$ cat config.mk
export PLATFORM = sky130hd
export DESIGN_NAME = float_lt_axis_core
export DESIGN_NICKNAME = d
export VERILOG_FILES = /design/src/rtl/float_lt_axis_core.sv
export SDC_FILE = /design/constraint.sdc
export NUM_CORES = 1
export LEC_CHECK = 0
export CAP_MARGIN = 20
export CORE_UTILIZATION = 30
export CTS_CLUSTER_DIAMETER = 80
export DETAILED_ROUTE_END_ITERATION = 12
export PLACE_DENSITY = 0.7
export SLEW_MARGIN = 10
export SYNTH_ARGS = -nofsm -noshare
export SYNTH_HDL_FRONTEND = slang
export SYNTH_SLANG_ARGS = --single-unit
export TNS_END_PERCENT = 100
$ cat constraint.sdc
create_clock -name clk -period 1.95 [get_ports clk]
set_clock_uncertainty 0.05 [all_clocks]
set_input_delay 0.2925 -clock clk [delete_from_list [all_inputs] [get_ports clk]]
set_output_delay 0.2925 -clock clk [all_outputs]
set_load 0.03 [all_outputs]
$ cat src/rtl/float_lt_axis_core.sv
// Two-stage AXI-Stream IEEE-754 single-precision "A < B" comparator.
// Stage1 registers the operand classification; stage2 is the result output register.
module float_lt_axis_core #(
    parameter logic NAN_RESULT   = 1'b0,
    parameter logic FLUSH_DENORM = 1'b0
) (
    input  logic        clk,
    input  logic        rst_n,
    input  logic        ce,
    input  logic [31:0] s_axis_a_tdata,
    input  logic        s_axis_a_tvalid,
    output logic        s_axis_a_tready,
    input  logic [31:0] s_axis_b_tdata,
    input  logic        s_axis_b_tvalid,
    output logic        s_axis_b_tready,
    output logic [7:0]  m_axis_result_tdata,
    output logic        m_axis_result_tvalid,
    input  logic        m_axis_result_tready
);

    typedef struct packed {
        logic nan;
        logic both_zero;
        logic sign_a;
        logic sign_b;
        logic mag_lt;
        logic mag_gt;
    } class_t;

    class_t      cls_d;
    class_t      s1_cls;
    logic        s1_valid;
    logic        lt_s1;
    logic        s2_room;
    logic        s1_room;
    logic        accept;
    logic        a_nan;
    logic        b_nan;
    logic        a_zero;
    logic        b_zero;
    logic [30:0] a_mag;
    logic [30:0] b_mag;

    // Subnormals count as zero only when flushing; a flushed zero keeps its sign.
    assign a_nan  = (&s_axis_a_tdata[30:23]) && (|s_axis_a_tdata[22:0]);
    assign b_nan  = (&s_axis_b_tdata[30:23]) && (|s_axis_b_tdata[22:0]);
    assign a_zero = (s_axis_a_tdata[30:23] == 8'd0) && (FLUSH_DENORM || s_axis_a_tdata[22:0] == 23'd0);
    assign b_zero = (s_axis_b_tdata[30:23] == 8'd0) && (FLUSH_DENORM || s_axis_b_tdata[22:0] == 23'd0);
    assign a_mag  = a_zero ? 31'd0 : s_axis_a_tdata[30:0];
    assign b_mag  = b_zero ? 31'd0 : s_axis_b_tdata[30:0];

    assign cls_d.nan       = a_nan || b_nan;
    assign cls_d.both_zero = a_zero && b_zero;
    assign cls_d.sign_a    = s_axis_a_tdata[31];
    assign cls_d.sign_b    = s_axis_b_tdata[31];
    assign cls_d.mag_lt    = a_mag < b_mag;
    assign cls_d.mag_gt    = a_mag > b_mag;

    // Stage1 may take a new beat if it is empty or its contents move on this edge.
    assign s2_room = !m_axis_result_tvalid || m_axis_result_tready;
    assign s1_room = !s1_valid || s2_room;

    assign s_axis_a_tready = ce && rst_n && s1_room;
    assign s_axis_b_tready = s_axis_a_tready;
    assign accept          = s_axis_a_tready && s_axis_a_tvalid && s_axis_b_tvalid;

    always_comb begin
        // NOTE: default assignment first so every path drives lt_s1 and no latch is inferred.
        lt_s1 = 1'b0;
        if (s1_cls.nan)
            lt_s1 = NAN_RESULT;
        else if (s1_cls.both_zero)
            lt_s1 = 1'b0;
        else if (s1_cls.sign_a != s1_cls.sign_b)
            lt_s1 = s1_cls.sign_a;
        else if (s1_cls.sign_a)
            lt_s1 = s1_cls.mag_gt;
        else
            lt_s1 = s1_cls.mag_lt;
    end

    // NOTE: sequential state uses non-blocking assignments so all flops update together.
    always_ff @(posedge clk) begin
        if (!rst_n) begin
            s1_valid             <= 1'b0;
            m_axis_result_tvalid <= 1'b0;
            m_axis_result_tdata  <= 8'h00;
        end else if (ce) begin
            if (s2_room) begin
                m_axis_result_tvalid <= s1_valid;
                if (s1_valid)
                    m_axis_result_tdata <= {7'd0, lt_s1};
            end
            if (s1_room)
                s1_valid <= accept;
        end
    end

    // NOTE: payload needs no reset; it is only observed when s1_valid is set.
    always_ff @(posedge clk) begin
        if (accept)
            s1_cls <= cls_d;
    end

endmodule

=== Word level (Yosys, flattened, before mapping) ===
Cells that the tools add are included.

* Eq/ne operators: 1
* Multiplexer cells: 6
* Reduce and logical (&&, ||, !) cells: 25
* Order comparisons: 2

{| class="wikitable"
|+ Operators by type and width
! kind !! count
|-
| 31-bit two-way mux || 2
|-
| 23-bit logical NOT || 2
|-
| 23-bit OR reduction || 2
|-
| 31-bit greater-than comparator || 1
|-
| 31-bit less-than comparator || 1
|-
| 8-bit logical NOT || 2
|-
| 8-bit AND reduction || 2
|-
| 1-bit logical AND || 9
|-
| 1-bit two-way mux || 4
|-
| 2-bit AND reduction || 2
|-
| 1-bit logical OR || 3
|-
| 3-bit AND reduction || 1
|-
| 1-bit logical NOT || 2
|-
| 1-bit != test || 1
|}

* Output and inout bits: 11
* Input port bits: 70
* Logic and storage cells: 43
* Register bits: 9

=== Logic depth before layout (Yosys ltp) ===
Gate-level depths: netlist (run 1).

* Word-level depth: 6
* Gate-level depth with buffers: 7
* Mapped depth without buffers: 7

=== Least setup slack after synthesis (run 1) ===
Ideal clock, no wire load.

* Kind: in2reg
* From: in s_axis_a_tdata[24]
* To: reg s1_cls[0] (netlist name), data pin
* Buffers on the path: 1
* Data arrival time: 1.636 ns
* Setup slack: 0.010 ns
* Required time: 1.646 ns
* Library setup time: 0.254 ns
* Stages: 7
* Cells stage by stage: clkbuf_1 ha_1 a21o_1 a221o_1 a221oi_2 o21ai_1 o21a_1

{| class="wikitable"
|+ RTL lines
! what !! RTL line !! text
|-
| from (decl) || 10 || <nowiki>input logic [31:0] s_axis_a_tdata,</nowiki>
|-
| to (signal assigned) || 102 || <nowiki>s1_cls <= cls_d;</nowiki>
|-
| to (decl) || 31 || <nowiki>class_t s1_cls;</nowiki>
|}

==> results.md, run 1 <==
- Area Growth Syn to Fin: 79.4%
- Cts bufs inserted: 3
- Cells after synthesis: between 200 and 250
- Period utilization: 0.966
- Synth Warn #: 0
- Via/cell ratio: about 4.6
- H-tree lvl count: 1
- Post-synthesis sequential area ratio: 0.161
- Pleak: 1.27 nW
- Kind of critical path: input port to flop
- Largest net degree at the start of global routing: 8
- Async SR Flop Fraction: 0
- Outcome: finished clean
- CP startpoint kind: input port
- Clock tree buffer depth: 2
- Post-Syn Area: between 0.001 and 0.0015 sq mm
- Nets: 386
- Final hold viol count: 0
- Rows: 25
- DIE HEIGHT: ~72 um
- Wire length on met3: 180 um
- Number of synthesized flops with an enable pin: 6
- I/O pin total: between 80 and 90
- WL/cell: 12.4 um
- Data required, critical path: ~1.9 ns
- Share of post-route cells with drive strength above 1: 0.342
- Initial drt markers: 30
- Worst setup margin: roughly 0.067 ns
- PortBufs: 73
- Gr usage total: 0.158
- Number of routed nets with antenna violations: 0
- Slew Limit Fails: 0
- Critical path peak fanout: 2
- Setup TNS: 0 ns
- Vias: between 1500 and 2000
- Crit-path max cell delay: about 0.43 ns
- Grt ovf: 0
- Commonest non-fill, non-tap cell in the layout: buf_4
- Cts hold-fix bufs: 0
- Yosys cell types: 35
- Diodes inserted: 0
- Fmax achieved: between 500 and 600 MHz
- Final wirelength: around 4.4 mm
- GPL Wtd Cong: between 0.8 and 0.9
- TritonRoute pass-1 iters: 4
- Top cells by area, synth: ha_1, edfxtp_1, inv_1
- Met2 wire len: 2.35 mm
- Vias in the first global route: around 1500
- DRC: 0
- MaxCap Viol Count: 0
- Pre-CTS WS: -0.519 ns
- Hold Crit Class: flop to flop
- Initial antenna violation count: 0
- Core area: roughly 0.0048 sq mm
- Yosys top cell by area: ha_1
- Die X: between 70 and 80 um
- Worst IR drop on VDD: 189 uV
- Minimum clock period: between 1.5 and 2 ns
- CTS tree: yes
- Ys flop type: edfxtp_1
- Wire length on met1: 1.82 mm
- Top delay family on crit path: simple AND/OR/NAND/NOR gates
- Buf/Inv on CP: 1
- Clk_lat worst skew: about 0.23 ns
- Top sig layer: met4
- Worst Setup End Kind: flop
- Cell Pwr Density: between 300 and 400 mW/mm^2
- CTS clock-pin slew for the worst setup and hold paths: about 0.04 ns
- Area share of the leading cell type in the synthesized netlist: 0.261
- Initial Utilization: 0.313
- Die area: approximately 0.0052 sq mm
- CTS Sinks: 9
- Half-perimeter wire length after placement: between 3 and 4 mm
- Global-route wire length before repair: roughly 6.5 mm
- CP Data Arrival Time: around 1.8 ns
- CP max stage cell: clkdlybuf4s50_1
- Avg Inst Size Synth: about 7.2 sq um
- Final setup fails: 0
- Most frequent cells in the layout: buf_4, dlygate4sd2_1, inv_1
- CTS Root Cell: clkbuf_8
- Synth Register Bits: 9
- Crit-path cells: clkdlybuf4s50_1 -> ha_1 -> and4_4 -> nand4_1 -> nor2_2 -> o41a_1 -> nor2_1
## report_power, final
part | switching [W] | leakage, nW | internal [W]
clock network | 0.0000698 | 0.0255 | 0.000139
logic | 0.000198 | 1.17 | 0.000251
registers | 0.00000162 | 0.0750 | 0.000210
## worst register-to-register path, cell delays in order (launching register included)
cell and delay [ns]:
dfxtp_1 0.35, nand2b_1 0.11, o211a_1 0.24, and3_1 0.28, a21oi_1 0.14, nor2b_1 0.05
## kinds of logic (layout without fill, tap and decap cells)
logic type / Yosys count / count (layout) / synth area share
other: 1 / 7 / 0.00252
buffers and inverters: 71 / 143 / 0.199
AOI/OAI and AO/OA: 28 / 28 / 0.132
DFF: 9 / 9 / 0.161
and+or+nand+nor: 66 / 66 / 0.244
adders and majority gates: 31 / 31 / 0.261
## per-stage QoR
step | total power, W | instance area, sq um | hold slack [ns] | utilization | std cells
2_1_floorplan | 0.000397 | 1510 | 0.341 | - | 212
3_3_place_gp | 0.000598 | 2340 | 0.451 | 0.492 | 339
3_5_place_dp | 0.000604 | 2340 | 0.454 | 0.492 | 339
4_1_cts | 0.000847 | 2580 | 0.464 | 0.543 | 350
5_1_grt | 0.000931 | 2670 | 0.532 | 0.561 | 351
6_report | 0.000869 | 2670 | 0.459 | 0.561 | 351
## flip-flops by register name (all words and copies together) (netlist names)
name,count
m_axis_result_tvalid,1
s1_cls,6
s1_valid,1
m_axis_result_tdata,1
## cell type report
| type | count | area, sq um |
|---|---|---|
| fillers | 457 | 2090 |
| multi-input cells | 132 | 1230 |
| repair buffers | 107 | 945 |
| flip-flops and latches | 9 | 240 |
| inverters | 32 | 120 |
| well taps | 67 | 83.8 |
| clock buffers | 3 | 41.3 |
| clock inverters | 1 | 5.00 |
## synth_stat cells, drive strengths merged, types with 3 or more instances
| cell | number |
|---|---|
| edfxtp | 6 |
| nor3 | 3 |
| nor4 | 15 |
| a21oi | 12 |
| clkbuf | 31 |
| nand4 | 10 |
| nor2b | 4 |
| o21ai | 3 |
| buf | 8 |
| inv | 32 |
| and4 | 3 |
| nand2 | 11 |
| nor2 | 8 |
| ha | 31 |
| nand3 | 6 |
| dfxtp | 3 |
## per-layer routing
layer  global-route usage  up-vias
li1                     -      848
met4               0.0261        0
met1                0.199      727
met5                    0        -
met3               0.0222        2
met2                0.288       35
## worst paths after layout
kind                                from                      to  slack (ns)  depth (start not counted)
hold / removal    m_axis_result_tdata[0]  m_axis_result_tdata[0]        0.46                          2
setup / recovery      s_axis_a_tdata[27]               s1_cls[1]        0.07                          7
setup reg to reg    m_axis_result_tvalid                s1_valid        0.62                          5
hold reg to reg   m_axis_result_tdata[0]  m_axis_result_tdata[0]        0.46                          2
## timing repair
item | CTS | global route
endpoints found under the setup margin | 2 | 2
buffers inserted | 7 | 2
pin swaps | 29 | 17
gates resized for setup | 83 | 46
Power figures use the tool's default switching activity.
==> run 2, diff against run 1 <==
Settings changed: CELL_PAD_IN_SITES_DETAIL_PLACEMENT set to 0, CELL_PAD_IN_SITES_GLOBAL_PLACEMENT set to 2, CORE_UTILIZATION 30 to 18, PLACE_DENSITY 0.7 to not set, PLACE_DENSITY_LB_ADDON set to 0.12.
==> results.md, run 2 (synthesized netlist as in run 1, its figures left out) <==
- Worst hold path stage count: 2
- Critical path peak fanout: 2
- Area Growth Syn to Fin: 82.8%
- Hold Crit Class: flop to flop
- Setup TNS: 0 ns
- CP startpoint kind: input port
- WL/cell: about 12 um
- CTS clock-pin slew for the worst setup and hold paths: roughly 0.05 ns
- Pleak: approximately 1.3 nW
- RSZ-0062 raised after global routing: true
- CP Data Arrival Time: about 1.9 ns
- Fmax achieved: between 500 and 600 MHz
- CTS tree: yes
- Clock tree buffer depth: 2
- GPL Wtd Cong: 0.777
- Die X: 92.9 um
- DIE HEIGHT: just over 90 um
- Slew Limit Fails: 0
- Minimum clock period: slightly below 2 ns
- Data required, critical path: about 1.9 ns
- Share of post-route cells with drive strength above 1: 0.348
- Final hold viol count: 0
- R2r endpoint: s1_valid
- Diodes inserted: 0
- Worst Setup End Kind: flop
- Core area: slightly below 0.008 sq mm
- Most flop-heavy register: s1_cls
- Commonest non-fill, non-tap cell in the layout: buf_4
- Cell Pwr Density: 321 mW/mm^2
- CTS Sinks: 9
- Initial drt markers: 18
- CTS Root Cell: clkbuf_8
- Kind of critical path: input port to flop
- PortBufs: 73
- Start of the worst register-to-register path: m_axis_result_tvalid
- Power Total: 0.000872 W
- Flip-flop count of the largest register after layout: 6
- Period utilization: 0.987
- Worst IR drop on VDD: between 150 and 200 uV
- Most frequent cells in the layout: buf_4, dlygate4sd2_1, inv_1
- DRC: 0
- Vias in the first global route: roughly 1700
- Die area: 0.00863 sq mm
- I/O pin total: between 80 and 90
- CP startpoint: s_axis_b_tdata[25]
- H-tree lvl count: 1
- Via/cell ratio: 4.08
- MaxCap Viol Count: 0
- Number of routed nets with antenna violations: 0
- Worst r2r path cells: 5
- Initial Utilization: 0.190
- TritonRoute pass-1 iters: 4
- Half-perimeter wire length after placement: approximately 4.0 mm
- Clk_lat worst skew: about 0.23 ns
- Initial antenna violation count: 0
- Gr usage total: 0.108
- Outcome: finished clean
- Grt ovf: 0
- Nets: 395
- Rows: 32
- End of the critical path: s1_cls[0]
- Final setup fails: 0
- Global-route wire length before repair: roughly 7.5 mm
- Vias: between 1500 and 2000
- Cts bufs inserted: 3
- Final wirelength: 4.65 mm
- Largest net degree at the start of global routing: 8
- Worst R2R Setup Slack: 0.61 ns
## run 2: worst min path at each step
stage / slack [ns] / from / to
after floorplan: 0.34 / s_axis_b_tdata[31] / s1_cls[2]
after global placement: 0.45 / m_axis_result_tdata[0] / m_axis_result_tdata[0]
after detailed placement: 0.46 / m_axis_result_tdata[0] / m_axis_result_tdata[0]
after CTS: 0.47 / m_axis_result_tdata[0] / m_axis_result_tdata[0]
after global routing: 0.49 / m_axis_result_tdata[0] / m_axis_result_tdata[0]
final: 0.47 / m_axis_result_tdata[0] / m_axis_result_tdata[0]
## run 2: what timing repair did
action                                  4_1_cts  5_1_grt
gates cloned                                  0        0
hold buffers                                  0        0
endpoints found under the setup margin        2        2
pin swaps                                    34       20
gates resized for setup                      98       30
endpoints found under the hold margin         0        0
buffers inserted                              6        2
## run 2: area by class of cell
type,instances,area (sq um)
Clock buffer,4,45.0
Fill cell,881,5130
Inverter,32,120
Multi-Input combinational cell,132,1210
Sequential cell,9,240
Tap cell,102,128
Timing Repair Buffer,116,972
## run 2: routing by layer
layer	wire, um	global-route usage	vias to the layer above
met4	24	0.0115	0
met5	0	0	-
met3	202	0.0181	2
li1	-	-	862
met1	2210	0.139	705
met2	2210	0.194	41
## run 2: critical path, cell delays in order
cell             delay, ns
clkdlybuf4s15_2       0.19
inv_1                 0.04
ha_1                  0.27
and2_4                0.16
a221o_1               0.31
a221oi_2              0.31
o21ai_2               0.10
o21a_1                0.18
## run 2: stage by stage
step                 util  hold slack, ns  cell area [sq um]  setup WS [ns]  instances
finish              0.346           0.468               2720         0.0253        395
global route        0.346           0.487               2720       0.000668        395
CTS                 0.339           0.470               2660       -0.00526        393
detailed placement  0.312           0.464               2450         -0.551        383
global placement    0.312           0.454               2450         -0.496        383
floorplan               -           0.341               1510        0.00952        212
## run 2: power breakdown
| group | total, W | internal, W | switching [W] |
|---|---|---|---|
| clock network | 0.000210 | 0.000142 | 0.0000685 |
| logic | 0.000451 | 0.000254 | 0.000197 |
| registers | 0.000211 | 0.000210 | 0.00000178 |
==> run 3, diff against run 2 <==
Settings changed: CORE_ASPECT_RATIO set to 1.2.
==> results.md, run 3 (synthesized netlist as in run 1, its figures left out) <==
- Outcome: finished clean
- I/O pin total: 81
- Cell Pwr Density: around 320 mW/mm^2
- Diodes inserted: 0
- Worst IR drop on VDD: roughly 120 uV
- Die X: 85.0 um
- Vias in the first global route: between 1500 and 2000
- Global-route wire length before repair: roughly 7.5 mm
- Final hold viol count: 0
- GPL Wtd Cong: around 0.75
- Nets: about 390
- Core area: between 0.007 and 0.008 sq mm
- TritonRoute pass-1 iters: 4
- Int Power: about 0.00059 W
- Top Usage Layer GRT: met2
- Clk_lat worst skew: roughly 0.23 ns
- CP startpoint kind: input port
- Period utilization: 0.985
- Switch Pwr: between 0.0002 and 0.0003 W
- Share of post-route cells with drive strength above 1: 0.317
- HP Start: m_axis_result_tdata[0]
- CTS clock-pin slew for the worst setup and hold paths: about 0.050 ns
- Placed insts: around 380
- Setup TNS: 0 ns
- Number of routed nets with antenna violations: 0
- Combinational Power Share: 0.507
- Hold Crit Class: flop to flop
- RSZ-0062 raised after global routing: true
- DRC: 0
- Post-DP Area: roughly 0.0025 sq mm
- CTS Sinks: 9
- Met2 Usage GRT: 0.209
- Start of the worst register-to-register path: m_axis_result_tvalid
- DIE HEIGHT: 102 um
- Fmax achieved: ~520 MHz
- Kind of critical path: input port to flop
- Data required, critical path: between 1.5 and 2 ns
- Initial drt markers: 45
- Sw frac: 0.311
- PortBufs: 73
- CP startpoint: s_axis_a_tdata[26]
- Final setup fails: 0
- Final wirelength: roughly 4.6 mm
- Gr usage total: 0.109
- Slew Limit Fails: 0
- Critical path peak fanout: 2
- Vias: 1604
- Worst Setup End Kind: flop
- Met3 Usage GRT: 0.0139
- Initial antenna violation count: 0
- Hold_ws: approximately 0.47 ns
- Cts hold-fix bufs: 0
- Post-Layout Cell Count: roughly 380
- Most flop-heavy register: s1_cls
- Clk network pwr share: 0.248
- Most frequent cells in the layout: buf_4, dlygate4sd2_1, inv_1
- WL/cell: ~12 um
- Sequential share of power: 0.245
- Via/cell ratio: 4.20
- Minimum clock period: 1.92 ns
- Grt ovf: 0
- Cts bufs inserted: 3
- Pleak: approximately 1.2 nW
- CTS tree: yes
- Flip-flop count of the largest register after layout: 6
- Half-perimeter wire length after placement: approximately 4.0 mm
- CP Data Arrival Time: between 1.5 and 2 ns
- Rows: 35
- Die area: approximately 0.0086 sq mm
- Area Growth Syn to Fin: 80.6%
- MaxCap Viol Count: 0
- Clock tree buffer depth: 2
- Largest net degree at the start of global routing: 8
- M1 GR Usage: 0.131
- Initial Utilization: 0.190
- Final Cell Area: approximately 0.0027 sq mm
- H-tree lvl count: 1
- CTS Root Cell: clkbuf_8
- Commonest non-fill, non-tap cell in the layout: buf_4
==> run 3: cell types whose count changed in the layout (fill, tap and decap cells not counted), sizes merged <==
cell           change
buf                -6
clkbuf             -4
clkdlybuf4s15      +4
clkinv             +1
dlygate4sd2        +3
dlymetal6s2s       -1
==> run 3: timing repair <==
| action | CTS | global route |
|---|---|---|
| setup endpoints to repair | 2 | 2 |
| pin swaps | 37 | 7 |
| gates resized for setup | 93 | 22 |
| setup buffers | 1 | 1 |
==> run 3: per-stage QoR <==
step / util / setup slack (ns) / total power, W
2_1_floorplan: - / 0.00952 / 0.000397
3_3_place_gp: 0.314 / -0.532 / 0.000630
3_5_place_dp: 0.314 / -0.545 / 0.000627
4_1_cts: 0.332 / 0.000288 / 0.000855
5_1_grt: 0.343 / -0.0267 / 0.000939
6_report: 0.343 / 0.0298 / 0.000861
==> run 3: routing by layer <==
metal / part of all wire / vias to the layer above
met3: 0.052 / 2
met5: 0 / -
met1: 0.44 / 699
li1: - / 855
met2: 0.51 / 48
met4: 0.0015 / 0
==> run 3: area by class of cell <==
class | count | area [sq um]
flip-flops and latches | 9 | 240
repair buffers | 113 | 976
clock buffers | 3 | 41.3
clock inverters | 1 | 5.00
well taps | 92 | 115
multi-input cells | 132 | 1190
inverters | 32 | 120
fillers | 820 | 5150
==> run 3: worst paths after layout <==
check	depth (start not counted)	to	slack, ns
max	7	s1_cls[0]	0.03
min	2	m_axis_result_tdata[0]	0.47
max reg2reg	3	s1_cls[4]	0.61
min reg2reg	2	m_axis_result_tdata[0]	0.47
==> run 3: worst max-delay path, stage by stage <==
cell and delay, ns:
clkdlybuf4s15_1 0.23, ha_4 0.27, and2_4 0.15, a221o_1 0.31, a221oi_2 0.31, o21ai_2 0.10, o21a_1 0.19
==> run 3: power by group through the flow <==
stage | clock network (W) | logic (W) | registers (W)
final | 0.000214 | 0.000437 | 0.000211
after global routing | 0.000234 | 0.000494 | 0.000211
after CTS | 0.000221 | 0.000423 | 0.000211
after detailed placement | 0 | 0.000412 | 0.000215
after global placement | 0 | 0.000415 | 0.000215
after floorplan | 0 | 0.000182 | 0.000215
